### config.mk
export PLATFORM = sky130hd
export DESIGN_NAME = vx_hpdcache_rsp_buffer
export DESIGN_NICKNAME = d
export VERILOG_FILES = /design/src/rtl/vx_hpdcache_rsp_buffer.sv
export SDC_FILE = /design/constraint.sdc
export NUM_CORES = 1
export LEC_CHECK = 0
export CAP_MARGIN = 20
export CORE_MARGIN = 2
export CORE_UTILIZATION = 50
export DETAILED_ROUTE_END_ITERATION = 10
export GPL_TIMING_DRIVEN = 1
export PLACE_DENSITY_LB_ADDON = 0.1
export SLEW_MARGIN = 20
export SYNTH_ARGS = -nofsm -noshare
export SYNTH_HDL_FRONTEND = slang
export SYNTH_SLANG_ARGS = --single-unit
### constraint.sdc
create_clock -name clk -period 16.2 [get_ports clk]
set_input_delay 3.24 -clock clk [delete_from_list [all_inputs] [get_ports clk]]
set_output_delay 3.24 -clock clk [all_outputs]
set_load 0.02 [all_outputs]
### src/rtl/vx_hpdcache_rsp_buffer.sv
// vx_hpdcache_rsp_buffer: credit-gated response FIFO and flush fence in front of the HPDCache adapter.
// Define VX_HPDC_RSP_BYPASS_EN for a zero-latency hpd_rsp -> core_rsp path when the FIFO is empty.
module vx_hpdcache_rsp_buffer #(
  parameter int RSP_DEPTH  = 4,
  parameter int DATA_WIDTH = 128,
  parameter int TAG_WIDTH  = 8
) (
  input  logic                           clk,
  input  logic                           reset_n,
  input  logic                           in_req_valid,
  input  logic                           in_req_rw,
  input  logic                           in_req_flush,
  input  logic [TAG_WIDTH-1:0]           in_req_tag,
  output logic                           in_req_ready,
  output logic                           out_req_valid,
  input  logic                           out_req_ready,
  input  logic                           hpd_rsp_valid,
  input  logic [DATA_WIDTH-1:0]          hpd_rsp_data,
  input  logic [TAG_WIDTH-1:0]           hpd_rsp_tag,
  output logic                           core_rsp_valid,
  input  logic                           core_rsp_ready,
  output logic [DATA_WIDTH-1:0]          core_rsp_data,
  output logic [TAG_WIDTH-1:0]           core_rsp_tag,
  output logic [$clog2(RSP_DEPTH+1)-1:0] credits_o,
  output logic                           flush_busy_o,
  output logic                           err_overflow_o
);
  localparam int PW = $clog2(RSP_DEPTH);
  localparam int CW = $clog2(RSP_DEPTH+1);
  typedef enum logic [1:0] {IDLE, DRAIN, FENCE} state_t;
  state_t                r_state, w_state_nxt;
  logic [CW-1:0]         r_credits;
  logic [TAG_WIDTH-1:0]  r_flush_tag;
  logic [PW:0]           r_wr_ptr, r_rd_ptr;
  logic [DATA_WIDTH-1:0] r_data [RSP_DEPTH];
  logic [TAG_WIDTH-1:0]  r_tag [RSP_DEPTH];
  logic                  r_err;
  logic w_needs_rsp, w_allow, w_req_hs, w_rsp_hs, w_empty, w_full, w_push, w_pop, w_byp;

  assign w_needs_rsp = in_req_flush | ~in_req_rw;
  always_comb begin
    w_allow = 1'b0;
    w_state_nxt = r_state;
    case (r_state)
      IDLE: begin
        w_allow = ~in_req_flush & (~w_needs_rsp | (r_credits != '0));
        if (in_req_valid & in_req_flush) w_state_nxt = DRAIN;
      end
      DRAIN: begin
        w_allow = in_req_flush & (r_credits == CW'(RSP_DEPTH));
        if (in_req_valid & out_req_ready & w_allow) w_state_nxt = FENCE;
      end
      FENCE: if (w_rsp_hs & (core_rsp_tag == r_flush_tag)) w_state_nxt = IDLE;
      default: w_state_nxt = IDLE;
    endcase
  end

  assign out_req_valid = in_req_valid & w_allow;
  assign in_req_ready  = out_req_ready & w_allow;
  assign w_req_hs      = in_req_valid & in_req_ready;

`ifdef VX_HPDC_RSP_BYPASS_EN
  assign w_byp = w_empty & core_rsp_ready & hpd_rsp_valid;
`else
  assign w_byp = 1'b0;
`endif
  assign w_empty        = r_wr_ptr == r_rd_ptr;
  assign w_full         = (r_wr_ptr[PW-1:0] == r_rd_ptr[PW-1:0]) & (r_wr_ptr[PW] != r_rd_ptr[PW]);
  assign core_rsp_valid = ~w_empty | w_byp;
  assign core_rsp_data  = ~w_empty ? r_data[r_rd_ptr[PW-1:0]] : w_byp ? hpd_rsp_data : '0;
  assign core_rsp_tag   = ~w_empty ? r_tag[r_rd_ptr[PW-1:0]] : w_byp ? hpd_rsp_tag : '0;
  assign w_rsp_hs       = core_rsp_valid & core_rsp_ready;
  assign w_pop          = w_rsp_hs & ~w_empty;
  // A pop in the same cycle frees the slot, so a push onto a full FIFO is still legal then.
  assign w_push         = hpd_rsp_valid & ~w_byp & (~w_full | w_pop);

  always_ff @(posedge clk) begin
    if (w_push) begin
      r_data[r_wr_ptr[PW-1:0]] <= hpd_rsp_data;
      r_tag[r_wr_ptr[PW-1:0]]  <= hpd_rsp_tag;
    end
  end

  always_ff @(posedge clk or negedge reset_n) begin
    if (!reset_n) begin
      r_state     <= IDLE;
      r_credits   <= CW'(RSP_DEPTH);
      r_flush_tag <= '0;
      r_wr_ptr    <= '0;
      r_rd_ptr    <= '0;
      r_err       <= 1'b0;
    end else begin
      r_state   <= w_state_nxt;
      r_credits <= r_credits - CW'(w_req_hs & w_needs_rsp) + CW'(w_rsp_hs);
      if (r_state == DRAIN && w_req_hs) r_flush_tag <= in_req_tag;
      if (w_push) r_wr_ptr <= r_wr_ptr + 1'b1;
      if (w_pop) r_rd_ptr <= r_rd_ptr + 1'b1;
      if (hpd_rsp_valid & ~w_byp & ~w_push) r_err <= 1'b1;
    end
  end

  assign credits_o      = r_credits;
  assign flush_busy_o   = r_state != IDLE;
  assign err_overflow_o = r_err;
endmodule

==> results of run 1 <==
[cell usage after synthesis (all sizes together) (2+ instances only)]
| master | count |
|---|---|
| o311ai | 3 |
| mux4 | 134 |
| mux2i | 4 |
| clkbuf | 27 |
| nor4 | 4 |
| ha | 7 |
| buf | 20 |
| a21oi | 5 |
| or4b | 2 |
| nand4 | 2 |
| inv | 13 |
| edfxtp | 544 |
| o31ai | 2 |
| mux2 | 12 |
| nor2 | 11 |
| and2 | 134 |
| nor3 | 3 |
| dfrtp | 19 |
| xnor2 | 6 |
| xor2 | 9 |
| nor2b | 3 |
| o21ai | 2 |
[through the flow]
stage	hold slack, ns	std cells
floorplan	0.4977	980
global placement	0.4879	1830
detailed placement	0.5008	1830
CTS	0.5169	1933
global route	0.5437	1934
finish	0.5180	1936
[registers in the layout (all words and copies together) (netlist names)]
signal	flops
r_data	512
r_rd_ptr	3
r_state	2
r_flush_tag	8
err_overflow_o	1
credits_o	3
r_tag	32
r_wr_ptr	3
[cell families after synthesis]
kind of cell	synth area share [%]
fa+ha+maj	0.4955
mux	14.70
flops	77.54
buf+inv	1.250
compound gates	0.4955
xor+xnor	0.6915
simple gates	4.823
[power breakdown]
part	internal [mW]	total [mW]	switching (mW)
registers	1.95	2.05	0.0994
logic	1.18	2.48	1.30
clock network	0.695	1.21	0.518
total	3.82	5.74	1.92
[layout make-up]
cell class / count / area (µm²)
flip-flops and latches: 564 / 16840
fillers: 3038 / 15890
multi-input cells: 356 / 4636
repair buffers: 312 / 3097
clock buffers: 72 / 1493
well taps: 585 / 732.0
clock inverters: 31 / 229.0
inverters: 13 / 50.05
diodes: 3 / 7.507
[routing by layer]
layer | vias up | part of all wire, % | GRT usage [%]
met2 | 248 | 49 | 31.23
li1 | 4640 | - | -
met1 | 5394 | 42 | 26.59
met4 | 6 | 2.0 | 5.836
met3 | 70 | 7.1 | 6.071
met5 | - | 0.11 | 0
[worst paths after layout]
check | slack, ns | to | start
hold reg to reg | 0.52 | err_overflow_o | err_overflow_o
max in group asynchronous | 12.91 | credits_o[2] | reset_n
hold / removal | 0.52 | err_overflow_o | err_overflow_o
min in group asynchronous | 3.01 | r_flush_tag[1] | reset_n
setup / recovery | 7.79 | out_req_valid | in_req_flush
setup reg to reg | 12.10 | r_data[1][100] | r_rd_ptr[1]
==> impl_summary.md, run 1 <==
Outcome
The run finished with clean final reports.

Global routing
The number of global-route vias before repair was 10910. The initial antenna violation count was 5. Entering global routing, the biggest net connects 121 pins. The global-route usage over all layers is 19.70%. The residual overflow from global routing is 0. The global-route wire length before repair is between 60 and 70 mm.

Worst setup path
At the worst endpoint, the arrival time is 5.17 ns. In this run the number of cells on the critical path is 6. The worst setup path is of the primary input to primary output kind. The depth of the worst register-to-register path is 6. The critical path goes through clkdlybuf4s50_1 -> nor4b_1 -> o21ai_1 -> a21oi_1 -> and2_1 -> clkdlybuf4s50_1.

By instance count, the cell type seen most on the critical path is clkdlybuf4s50_1. The worst setup path is launched from a primary input. Of all nets on the critical path, the largest fanout is 5. The family of cells with the greatest summed delay on the critical path is buffers and inverters. The cell type of the slowest stage on the worst timing path is clkdlybuf4s50_1. In this design, the stage delay of the slowest critical-path cell is roughly 0.6 ns. The worst setup path is captured at a primary output. The worst path buffer plus inverter count is 2. STA puts the critical path data required time at 12.96 ns.

Worst hold path
The tightest min-delay check is of the flop to flop type. Along the worst hold path, the cell count comes to 1.

STA
Subtracting the final worst setup slack from the clock period gives 8.405 ns. The maximum frequency from static timing analysis is about 120 MHz. The count of final max-slew check failures is 0. Setup violations remaining at the end of the flow were counted as 0.

The hold violation count in the final report is 0. Across the routed clock network, the largest skew measured is around 0.012 ns. After layout, the worst setup slack is 7.795 ns. The post-route setup TNS is 0 ns.

The post-route clock period utilization is between 50% and 60%. The relative slew slack is 32.14%. At the pin with the least slew margin, the transition time is 1.015 ns. Setup repair after global routing left no endpoint under its margin.

Detailed routing
The post-route antenna net violation count is 0. The final wirelength is 43.56 mm. The routed length per instance is around 22 µm. After detailed routing, the number of remaining DRC violations is 0.

The vias after detailed routing is about 10000. The first-pass detailed-route iteration total is 4. After detailed routing, the number of vias per cell comes to 5.350. After the first detailed-routing iteration, the DRC count stood at 745.

Clocking
The number of levels the H-tree was split into is 2. The buffer type at the clock tree root is clkbuf_16. Once the clock tree was built, the resizer swapped 0 gates to a different size.

Once the clock tree was built, the setup fixing pass inserted 0 buffers. The clock reaches the later pin of the worst-skew pair after 0.59 ns. The longest clock path from root to sink contains 3 buffers. The CTS buffer count is 56. TritonCTS built the clock tree. The cts-stage hold buffer count is 0. The clock-pin slew of the registers on the worst-case setup and hold paths is 0.06 ns.

The sink count of the clock tree is 564.

Floorplanning
After floorplanning, the core was sized to cover 42980 µm². Measured along the x axis, the die boundary spans 212.4 µm. The die area is 45110 µm². The effective utilization at floorplan is 50.52%.

The number of top-level pins is 296. The floorplan has 76 rows. In this run the vertical extent of the chip is 212.4 µm.

Finish
Compared with the post-synthesis result, the final layout area differs by 24.75%. The post-layout instance area is 27090 µm². Leaving out fill and tap cells, the most frequent cell in the layout is edfxtp_1. Of the cells placed in the final design, the portion with a size suffix greater than 1 is a little under a fifth. Leaving out fill and tap cells, the most frequent cells in the layout are edfxtp_1, clkdlybuf4s50_1, mux4_2, and2_1, clkbuf_16.

The net count of the finished layout is 1463. Cells fill 63.02% of the core in the end.

Run
The reported max-cap violation count is 0.

Synthesis
The post-synthesis register bit count is 564. Yosys printed 0 warnings. The synthesized cell area is 21710 µm². Synthesis produced 980 cells. The number of nets handed over by synthesis was 1140. The number of distinct standard cells referenced by the synthesized netlist is 44. The number of enable-type register cells in the synthesized netlist is 544. The share of synthesized area in the top cell type comes to 75.23%. The sequential-to-total area share from yosys stat is 77.54%.

The synthesized area per cell is 22.16 µm². The most used flip-flop cell after synthesis is edfxtp_1. The cell type with the highest aggregate area in the netlist is edfxtp_1.

The proportion of synthesized flip-flops having asynchronous set or reset is 3.546%. After synthesis, the cell types taking the most area are edfxtp_1, mux4_2, and2_1.

Power
The post-route total power is 5.741 mW. The leakage power figure is 8.807 nW. In this run the power density over the cells is 211.9 nW/µm². VDD sags by at most between 0.1 and 0.15 mV.

Placed design
Before CTS, the worst setup slack after placement is between 7 and 8 ns. The post-DP HPWL is approximately 25 mm. The placed instances occupy a cell area of 25360 µm². At the end of routability-driven placement, the weighted congestion stood at 0.7202. Buffers placed on the I/O ports in this run total 295.
(Power assumes the default switching activity.)
==> inputs of run 2 (changes only) <==
Clock period 16.2 ns to 8.4 ns, I/O delays scaled along.
==> run 2 against run 1 <==
Via count about the same. First-iteration DRC count is 4.2% lower. Combinational power up 93%. Flip-flop and latch count stayed put. Critical path depth is the same. Clock skew grew 0.0056 ns. Sequential share of layout area is 0.16 points lower. Largest cell class unchanged.
==> impl_summary.md, run 2 (synthesized netlist as in run 1, its figures left out) <==
Global routing
The number of global-route vias before repair is 10710 (-1.8%). The initial antenna violation count is 5 (unchanged). The global-route usage over all layers is 19.59% (-0.12 points). The global-route wire length before repair is 65.67 mm (-0.34%). The largest net degree at the start of global routing is 81 (-33%). The residual overflow from global routing is 0 (unchanged).

Finish
The most common library cell in the layout ignoring fill and taps is edfxtp_1. The number of nets in the final layout is 1464 (+0.068%). In the layout the commonest cells are edfxtp_1, clkdlybuf4s50_1, mux4_2, and2_1, clkbuf_16. The share of final-layout standard cells stronger than drive strength 1 came to 18.72% (+0.10 points). The area growth from synthesis to layout is 25.08%.

The number of flip-flops in the largest register is 512 (unchanged).

STA
The slew at the pin with the worst max-slew slack was 1.047 ns (+0.03162 ns). The post-layout minimum cycle time is a little over 6 ns. The relative slew slack is 30.20% (-1.9 points).

The post-route clock period utilization is around 70%. Setup repair after global routing left no endpoint under its margin. For this run, the top clock speed supported by timing is 165.3 MHz.

The worst-case clock skew came to 0.01752 ns (+0.005553 ns). The post-route setup TNS was 0 ns (unchanged). The count of final max-slew check failures is 0 (unchanged). The hold violation count in the final report is 0 (unchanged). The setup-violating endpoint count in the final report is 0 (unchanged). The worst hold margin is 0.5171 ns (-0.0009560 ns).

Clocking
The number of levels the H-tree was split into is 2 (unchanged). The clock latency reported for the late side of the worst-skew pair is 0.61 ns (+0.02 ns). The CTS buffer count is 57 (+1.8%). Clock tree synthesis selected as its root buffer the cell clkbuf_16. The cts-stage hold buffer count came to 0 (unchanged). The TritonCTS clock tree is yes. The maximum clock path buffer count is 3 (unchanged).

The clock-pin slew of the registers on the worst-case setup and hold paths is 0.06 ns (about the same). The post-cts gate resize count is 0 (unchanged). The number of buffers inserted by post-CTS setup repair is 0 (unchanged). The sink count of the clock tree is 564 (unchanged).

Power
The peak supply drop is 0.2919 mV (+150%). The power density over the cells was 409.7 nW/µm² (+93%). The post-route total power was 11.13 mW (+94%). The leakage power figure is 8.829 nW (+0.25%).

Worst setup path
The family of cells with the greatest summed delay on the critical path is buffers and inverters. The peak per-stage delay on the critical path is 0.77 ns (+0.18 ns). The type of element capturing the critical path is a primary output. The cell type of the slowest stage on the worst timing path is clkinv_2. The worst setup path is launched from a flop.

The critical path arrival is 4.37 ns (-0.80 ns). The maximum net fanout on the critical path is 80 (+75). Walking the worst path, the cells encountered are xor2_1 -> nor3_2 -> clkinv_2 -> buf_4 -> and2_1 -> clkdlybuf4s50_1. The critical path is of the flop to primary output type.

The data required time at the worst endpoint is 6.72 ns (-6.24 ns). The worst path buffer plus inverter count is 3 (+1). The worst-case register-to-register setup slack is 4.68 ns (-7.42 ns).

Detailed routing
The first-pass detailed-route iteration total is 5 (+1). The routed length per instance is 22.49 µm (about the same). The final wirelength is 43.48 mm (-0.19%). The final routed DRC violation total is 0 (unchanged).

The detail-routed via count per cell came to 5.363 (+0.24%). The number of violations reported at the end of detailed-routing iteration 0 is 714 (-4.2%). The post-route antenna net violation count is 0 (unchanged). The vias after detailed routing is 10370 (+0.087%).

Floorplanning
The die area is 45110 µm² (unchanged). The effective utilization at floorplan is 50.52% (unchanged). The placeable core region was 42980 µm² (unchanged).

The number of top-level pins is 296 (unchanged). The chip height is 212.4 µm (unchanged). The row count was 76 (unchanged). The die span in x was 212.4 µm (unchanged).

Run
The reported max-cap violation count was 0 (unchanged).

Outcome
The run finished with clean final reports.

Placed design
The post-DP HPWL is 25.71 mm (+1.0%). The count of input and output buffers is 295 (unchanged). The final estimated routing congestion in global placement is 0.7489 (+4.0%).

Worst hold path
In this run the worst hold path is classified as flop to flop.
run 2: changes by cell type in the layout (fill, tap and decap cells not counted), moves of 2 or more:
cell,before,now
clkbuf_1,14,12
buf_12,1,3
clkinv_2,11,7
clkinv_8,0,2
run 2: final timing paths:
kind	from	end	depth (start not counted)
setup / recovery	r_rd_ptr[1]	core_rsp_data[49]	6
hold / removal	err_overflow_o	err_overflow_o	1
setup reg to reg	r_rd_ptr[0]	r_state[1]	7
hold reg to reg	err_overflow_o	err_overflow_o	1
max in group asynchronous	reset_n	r_rd_ptr[0]	1
min in group asynchronous	reset_n	r_flush_tag[4]	1
run 2: routing by layer:
metal	vias up	share of wire [%]	routed length, µm	GRT usage [%]
met3	65	6.3	2724	4.490
met4	8	2.0	869	6.028
met2	288	49	21160	30.61
met1	5376	43	18670	27.85
li1	4630	-	-	-
met5	-	0.12	53	0
run 2: per-stage QoR:
step / setup slack, ns / cells / cell area, µm² / util [%]
finish: 2.349 / 1933 / 27160 / 63.19
global route: 1.929 / 1932 / 27160 / 63.18
CTS: 2.230 / 1931 / 27150 / 63.18
detailed placement: 2.890 / 1830 / 25380 / 59.05
global placement: 2.878 / 1829 / 25360 / 59.00
floorplan: 0.02686 / 980 / 21710 / -
run 2: power breakdown:
group | internal, mW | total (mW) | leakage, nW | switching (mW)
Sequential | 3.76 | 3.94 | 5.23 | 0.181
Combinational | 2.29 | 4.79 | 2.75 | 2.50
Clock | 1.38 | 2.40 | 0.853 | 1.02
run 2: cell type report:
| class | instances | area, µm² |
|---|---|---|
| Antenna cell | 2 | 5.005 |
| Inverter | 13 | 50.05 |
| Sequential cell | 564 | 16840 |
| Tap cell | 585 | 732.0 |
| Multi-Input combinational cell | 356 | 4636 |
| Timing Repair Buffer | 312 | 3118 |
| Clock inverter | 30 | 275.3 |
| Fill cell | 3040 | 15820 |
| Clock buffer | 71 | 1499 |
==> inputs of run 3 (changes only) <==
Clock period 8.4 ns to 6.05 ns, I/O delays scaled along.
==> run 3 against run 2 <==
Sequential share of layout area about the same. Via count decreased by 0.19%. Non-clock buffer count decreased by 4. Die area unchanged. Global-route usage decreased by 0.38 points. Core utilization about the same. Flip-flop and latch count unchanged. Setup slack got worse by 1.3 ns. Clock power increased by 38%. Critical path depth unchanged. Largest cell class unchanged.
==> impl_summary.md, run 3 (synthesized netlist as in run 1, its figures left out) <==
Clocking
The clock latency reported for the late side of the worst-skew pair is 0.58 ns (-0.03 ns). The cts-stage hold buffer count came to 0 (unchanged). The maximum clock path buffer count was 3 (unchanged). The sink count of the clock tree is 564 (unchanged). The number of levels the H-tree was split into is 2 (unchanged). The clock-pin slew of the registers on the worst-case setup and hold paths is 0.06 ns (about the same).

The post-cts gate resize count is 0 (unchanged). The buffer type at the clock tree root is clkbuf_16. The number of buffers inserted by post-CTS setup repair is 0 (unchanged). The TritonCTS clock tree is yes. The CTS buffer count is 56 (-1.8%).

Floorplanning
The placeable core region was 42980 µm² (unchanged). The chip height was 212.4 µm (unchanged). The effective utilization at floorplan came to 50.52% (unchanged). The die area is 45110 µm² (unchanged). The number of top-level pins is 296 (unchanged). The row count is 76 (unchanged). The die span in x came to 212.4 µm (unchanged).

Worst hold path
The tightest min-delay check is of the flop to flop type.

Placed design
The count of input and output buffers came to 295 (unchanged). The post-DP HPWL is 24.96 mm (-2.9%). The final estimated routing congestion in global placement was 0.7453 (-0.48%). The worst slack at placement was 1.667 ns (-1.222 ns). The area of placed instances was 25390 µm² (about the same).

Worst setup path
The worst-case register-to-register setup slack is 2.88 ns (-1.80 ns). The critical path arrival is 3.75 ns (-0.62 ns). The data required time at the worst endpoint is 4.84 ns (-1.88 ns). The peak per-stage delay on the critical path is 0.85 ns (+0.08 ns). The worst path buffer plus inverter count was 3 (unchanged).

The worst setup path is captured at a primary output. The maximum net fanout on the critical path is 122 (+53%). The signal on the critical path passes through xor2_1 -> nor3_2 -> clkinv_2 -> buf_12 -> and2_1 -> clkdlybuf4s50_1.

The worst setup path is of the flop to primary output kind. The startpoint type of the worst setup path is a flop. In this design, the largest share of critical-path delay is due to buffers and inverters.

The cell type of the slowest stage on the worst timing path is dfrtp_4.

Power
The leakage power figure was 8.841 nW (+0.14%). The power density over the cells is 566.8 nW/µm² (+38%). The peak supply drop is 0.6324 mV (+120%). The post-route total power was 15.40 mW (+38%).

Finish
The growth of design area from synthesis to finish is 25.10% (about the same). The number of nets in the final layout was 1459 (-0.34%). The most common library cell in the layout ignoring fill and taps is edfxtp_1. In the layout the commonest cells are edfxtp_1, clkdlybuf4s50_1, mux4_2, and2_1, clkbuf_16. The share of final-layout standard cells stronger than drive strength 1 is 18.68% (-0.047 points). The number of flip-flops in the largest register was 512 (unchanged). The post-layout instance area is 27160 µm² (about the same).

STA
The worst-case clock skew is 0.01112 ns (-0.006399 ns). Setup repair after global routing left no endpoint under its margin. Timing would allow up to ~200 MHz. The count of final max-slew check failures came to 0 (unchanged). The setup-violating endpoint count in the final report came to 0 (unchanged). The relative slew slack is 34.53% (+4.3 points).

The slew at the pin with the worst max-slew slack is 0.9820 ns (-0.06502 ns). The post-route clock period utilization is around 82%. The hold violation count in the final report is 0 (unchanged). The setup slack of the critical path after layout is 1.086 ns (-1.264 ns). The smallest clock period supported by the final layout is computed as just under 5 ns.

Global routing
The global-route usage over all layers is 19.21% (-0.38 points). The initial antenna violation count is 7 (+2). The global-route wire length before repair is 64.31 mm (-2.1%). The largest net degree at the start of global routing is 123 (+52%). The number of global-route vias before repair is 10700 (-0.14%).

The residual overflow from global routing is 0 (unchanged).

Detailed routing
The first-pass detailed-route iteration total is 4 (-1). The final wirelength is 42.94 mm (-1.2%). The vias after detailed routing is 10350 (-0.19%).

The detail-routed via count per cell came to 5.353 (-0.19%). The final routed DRC violation total is 0 (unchanged). The routed length per instance is 22.21 µm (-1.2%). The number of violations reported at the end of detailed-routing iteration 0 is 804 (+13%). The post-route antenna net violation count is 0 (unchanged).

Run
The reported max-cap violation count is 0 (unchanged).

Outcome
The run finished with clean final reports.
run 3: report_power, final:
part / internal [mW] / switching (mW)
sequential: 5.21 / 0.322
clock: 1.94 / 1.37
combinational: 3.19 / 3.36
total: 10.3 / 5.05
run 3: worst paths after layout:
| path | from | to | depth (start not counted) |
|---|---|---|---|
| setup / recovery | r_rd_ptr[1] | core_rsp_data[103] | 6 |
| hold / removal | err_overflow_o | err_overflow_o | 1 |
| setup reg to reg | r_rd_ptr[1] | r_data[0][92] | 5 |
| hold reg to reg | err_overflow_o | err_overflow_o | 1 |
| max in group asynchronous | reset_n | r_rd_ptr[0] | 1 |
| min in group asynchronous | reset_n | r_flush_tag[4] | 1 |
run 3: metrics by stage:
stage	util [%]	TNS, ns	std cells	hold slack [ns]
after CTS	63.18	0	1929	0.4918
final	63.20	0	1933	0.4884
after detailed placement	59.07	0	1826	0.4788
after global routing	63.18	0	1930	0.5129
after floorplan	-	-737.51	980	0.4977
after global placement	59.07	0	1826	0.4844
run 3: layout make-up:
class / count / area [µm²]
antenna: 4 / 10.01
clock inverter: 36 / 292.8
tap: 585 / 732.0
sequential: 564 / 16840
multi-input combinational: 356 / 4636
timing repair buffer: 308 / 3126
clock buffer: 67 / 1474
fill: 3043 / 15820
inverter: 13 / 50.05
run 3: metal layers:
layer	GRT usage, %	up-vias	wire length, µm
met1	26.87	5382	18530
met4	5.836	8	858
met3	4.490	64	2562
met2	30.45	263	20930
li1	-	4630	-
met5	0	-	57
run 3: worst reg2reg max path, cell delays in order (launching register included):
cell      delay [ns]
dfrtp_4         0.85
xor2_1          0.37
nor4_1          0.11
nand2b_1        0.40
nor2_4          0.24
buf_4           0.76
